--- config.mk ---
export PLATFORM = sky130hd
export DESIGN_NAME = uart_rx_ctrl
export DESIGN_NICKNAME = d
export VERILOG_FILES = /design/src/rtl/uart_rx_ctrl.sv
export SDC_FILE = /design/constraint.sdc
export NUM_CORES = 1
export LEC_CHECK = 0
export CAP_MARGIN = 10
export CORE_ASPECT_RATIO = 2
export CORE_MARGIN = 1.5
export CORE_UTILIZATION = 35
export CTS_BUF_LIST = sky130_fd_sc_hd__clkbuf_16
export DETAILED_ROUTE_END_ITERATION = 8
export HOLD_SLACK_MARGIN = 0.12
export SYNTH_ARGS = -nofsm -noshare
export SYNTH_HDL_FRONTEND = slang
export SYNTH_SLANG_ARGS = --single-unit
--- constraint.sdc ---
create_clock -name clk -period 6.75 [get_ports clk]
set_input_delay 0.675 -clock clk [delete_from_list [all_inputs] [get_ports clk]]
set_output_delay 0.675 -clock clk [all_outputs]
set_load 0.02 [all_outputs]
--- src/rtl/uart_rx_ctrl.sv ---
// uart_rx_ctrl: UART receiver sequencer with FWFT byte FIFO, one-cycle flag-clear pulse and sticky overrun.
// Optional UART_RX_OVR_CNT_EN adds an 8-bit saturating dropped-frame counter ovr_count.
module uart_rx_ctrl #(
  parameter int Nbit       = 8,
  parameter int FIFO_DEPTH = 4,
  parameter int FIFO_AW    = $clog2(FIFO_DEPTH)
) (
  input  logic               clk,
  input  logic               reset,
  input  logic [Nbit-1:0]    rx_data,
  input  logic               rx_flag,
  output logic               rx_clr,
  input  logic               rd_en,
  output logic [Nbit-1:0]    rd_data,
  output logic               empty,
  output logic               full,
  output logic [FIFO_AW:0]   level,
  output logic               overrun,
  input  logic               ovr_clr
`ifdef UART_RX_OVR_CNT_EN
  ,
  output logic [7:0]         ovr_count
`endif
);
  localparam logic [1:0] IDLE     = 2'd0;
  localparam logic [1:0] CAPTURE  = 2'd1;
  localparam logic [1:0] CLEAR    = 2'd2;
  localparam logic [1:0] WAIT_LOW = 2'd3;
  logic [1:0]         state, state_nx;
  logic [Nbit-1:0]    mem [FIFO_DEPTH];
  logic [FIFO_AW-1:0] wptr, rptr;
  logic               push, pop, drop;
  assign pop     = rd_en && !empty;
  // A pop in the capture cycle frees a slot, so a full FIFO can still accept the frame.
  assign push    = (state == CAPTURE) && (!full || pop);
  assign drop    = (state == CAPTURE) && !push;
  assign empty   = (level == '0);
  assign full    = (level == (FIFO_AW+1)'(FIFO_DEPTH));
  assign rd_data = empty ? '0 : mem[rptr];
  always_comb begin
    state_nx = (state == IDLE)    ? (rx_flag ? CAPTURE : IDLE) :
               (state == CAPTURE) ? CLEAR :
               (state == CLEAR)   ? WAIT_LOW :
               (rx_flag ? CLEAR : IDLE);
  end
  always_ff @(posedge clk) begin
    if (!reset) begin
      state   <= IDLE;
      rx_clr  <= 1'b0;
      wptr    <= '0;
      rptr    <= '0;
      level   <= '0;
      overrun <= 1'b0;
    end else begin
      state   <= state_nx;
      rx_clr  <= (state_nx == CLEAR);
      if (push) wptr <= wptr + 1'b1;
      if (pop) rptr <= rptr + 1'b1;
      if (push && !pop) level <= level + (FIFO_AW+1)'(1);
      else if (pop && !push) level <= level - (FIFO_AW+1)'(1);
      overrun <= drop || (overrun && !ovr_clr);
    end
  end
  always_ff @(posedge clk) begin
    if (push) mem[wptr] <= rx_data;
  end
`ifdef UART_RX_OVR_CNT_EN
  always_ff @(posedge clk) begin
    if (!reset || ovr_clr) ovr_count <= 8'd0;
    else if (drop && ovr_count != 8'hFF) ovr_count <= ovr_count + 8'd1;
  end
`endif
endmodule

==> results.py <==
metrics = {
    "run_status": {
        "status": "completed",
    },
    "clock_network": {
        "ctsHtreeMaxLevel": 2,
        "clock_path_buffers": 2,
        "cts_setup_buffers": 0,
        "cts_buffers": 5,
        "clk_latency_ps": 280,
        "cts_resized": 0,
        "clock-sinks": 45,
        "clkTransAtPathRegs_ps": 60,
        "cts-root-buf": "clkbuf_16",
        "cts_tree": "done",
        "cts_hold_buf": 0,
    },
    "routing": {
        "avgViaCountPerCell": 4.912,
        "dr.pass1.iters": 3,
        "ant_nets": 0,
        "wl_per_cell_um": 15.05,
        "drt_iter0_markers": 19,
        "vias": 1002,
        "remaining_drc_errors": 0,
        "drt-total-wl_um": 3070,
    },
    "timing": {
        "final.setup_skew_ps": 2.425,
        "drv_slew": 0,
        "rsz0062_at_grt": "no",
        "fin_crit_ps": 2885,
        "fin_crit_sh_pct": 42.74,
        "tightest_slew_ps": 587.1,
        "relSlewSlack_pct": 60.81,
        "hold_viol": 0,
        "max_freq_mhz": 346.6,
        "setup_viol": 0,
        "holdWs_ps": 474.4,
        "finalSetupTns_ps": 0,
    },
    "power_and_ir_drop": {
        "internal_power_uw": 651.1,
        "p_leak_nw": 0.7826,
        "power_density_nw_per_um2": 392.1,
        "clock_power_share_pct": 29.0,
        "comb_power_share_pct": 32.0,
        "net-switching-power_uw": 269.7,
        "swShare_pct": 29.29,
        "pwr-share-seq_pct": 39.0,
        "ir_worst_vdd_v": 0.0003383,
    },
    "synthesis": {
        "yosysSeqAreaShare_pct": 65.95,
        "ys_ff_latch": 45,
        "postSynthAreaPerCell_um2": 16.24,
        "yosysWarningCount": 0,
        "synth_nets": 133,
        "ys_types": 30,
        "synthCells": 114,
        "synthesis.area_um2": 1852,
    },
    "final_layout": {
        "fin_nets": 164,
        "drive_above_1_share_pct": 13.01,
        "antenna_cells": 0,
        "layout_commonest_cell": "edfxtp_1",
        "final_cell_mix": "32 x edfxtp_1, 27 x clkdlybuf4s50_1, 13 x dfxtp_1, 9 x nor2b_1, 8 x mux4_2",
        "area_growth_pct": 26.82,
    },
    "floorplanning": {
        "coreArea_um2": 5139,
        "start_util_pct": 36.04,
        "dieArea_um2": 5763,
        "core.rowCount": 37,
        "die_w_um": 54.44,
        "ios": 28,
        "chipHeight_um": 105.9,
    },
    "global_route": {
        "grt_pass1_wl_um": 4968,
        "track_usage_pct": 12.35,
        "overflow": 0,
        "grt_antenna_before_repair": 0,
        "grt_pass1_vias": 1048,
        "grt_max_degree": 15,
    },
    "worst_setup_path": {
        "required_ps": 6070,
        "critPathCaptureType": "output pin",
        "crit_fanout": 8,
        "critPathKind": "reg -> out",
        "start_kind": "register",
        "worst_ep_arrival_time_ps": 2210,
    },
    "min_path": {
        "worst_hold_path_type": "reg -> reg",
    },
    "job": {
        "cap_violations": 0,
    },
    "place": {
        "gp_congestion": 0.6673,
        "dp_hpwl_um": 2244,
        "port_buffers": 27,
    },
}
-- worst max-delay path: stages, from the launching register on --
cell,delay (ps)
dfxtp_1,690
mux4_2,570
nor2b_1,140
clkdlybuf4s50_1,530
-- metrics by stage --
stage / setup WS [ps] / cells / utilization (%) / instance area (um2) / power, mW
after detailed placement: 3680 / 196 / 42.46 / 2182 / 0.6646
after global routing: 3724 / 204 / 45.70 / 2349 / 0.9700
final: 3865 / 204 / 45.70 / 2349 / 0.9209
after CTS: 3818 / 204 / 45.70 / 2349 / 0.9342
after floorplan: 4460 / 114 / - / 1852 / 0.5390
after global placement: 3783 / 196 / 42.46 / 2182 / 0.6581
-- cell usage after synthesis --
cell	number	area, um2
edfxtp_1	32	960.9
dfxtp_1	13	260.3
nor2b_1	9	56.30
mux4_2	8	180.2
and2_1	7	43.79
nand2_1	6	22.52
ha_1	5	62.56
inv_1	4	15.01
mux2i_1	3	30.03
a21boi_1	2	15.01
clkbuf_1	2	7.510
nor3b_1	2	15.01
o21ai_0	2	10.01
or3_1	2	12.51
xnor2_1	2	17.52
a21boi_0	1	7.510
a21oi_1	1	5.000
a31oi_1	1	6.260
buf_2	1	5.000
buf_4	1	7.510
fa_1	1	20.02
nand2b_1	1	6.260
nand3b_1	1	7.510
nor2_1	1	3.750
nor3_1	1	5.000
nor3b_4	1	18.77
nor4b_4	1	23.77
o21ai_1	1	5.000
o31ai_2	1	12.51
xor2_1	1	8.760
-- registers in the layout, summed over array words and instances (netlist names), named ones only --
| name | cells |
|---|---|
| mem | 32 |
| level | 3 |
| rptr | 2 |
| state | 2 |
| wptr | 2 |
| overrun | 1 |
| rx_clr | 1 |
-- cell families (layout without fill, tap and decap cells) --
group,count (synthesis),in the layout,share of synthesized area (%)
xor gates and xnor gates,3,3,1.419
adders and majority gates,6,6,4.460
AOI/OAI and AO/OA,9,9,3.310
DFF,45,45,65.95
buffers and inverters,8,40,1.892
and+or+nand+nor,32,32,11.62
muxes,11,11,11.35
-- power groups by stage --
stage / Combinational, mW / Sequential (mW) / Clock, mW
final: 0.295 / 0.359 / 0.267
after global routing: 0.320 / 0.365 / 0.285
after CTS: 0.301 / 0.360 / 0.273
after detailed placement: 0.299 / 0.366 / 0
after global placement: 0.295 / 0.364 / 0
after floorplan: 0.182 / 0.357 / 0
-- routing by layer --
metal / routed length [um] / part of all wire, % / global-route usage (%)
met4: 65 / 2.1 / 5.893
met1: 1135 / 37 / 12.35
met5: 0 / 0 / 0
met3: 140 / 4.6 / 2.691
met2: 1728 / 56 / 22.29
-- layout make-up --
type / count / area, um2
clock buffer: 5 / 125.1
clock inverter: 3 / 41.29
fill: 459 / 2790
inverter: 4 / 15.01
multi-input combinational: 61 / 595.6
sequential: 45 / 1221
tap: 58 / 72.57
timing repair buffer: 28 / 277.8
-- final timing paths --
| kind | start | endpoint | slack (ps) | cells past startpoint |
|---|---|---|---|---|
| worst min register to register | overrun$_SDFF_PN0_ | overrun$_SDFF_PN0_ | 470 | 2 |
| worst max register to register | level[0]$_SDFFE_PN0P_ | level[2]$_SDFFE_PN0P_ | 4370 | 8 |
| worst max-delay path | register | rd_data[4] | 3860 | 3 |
| worst min-delay path | overrun$_SDFF_PN0_ | overrun$_SDFF_PN0_ | 470 | 2 |
Note: power is estimated with default switching activity, not from simulation.
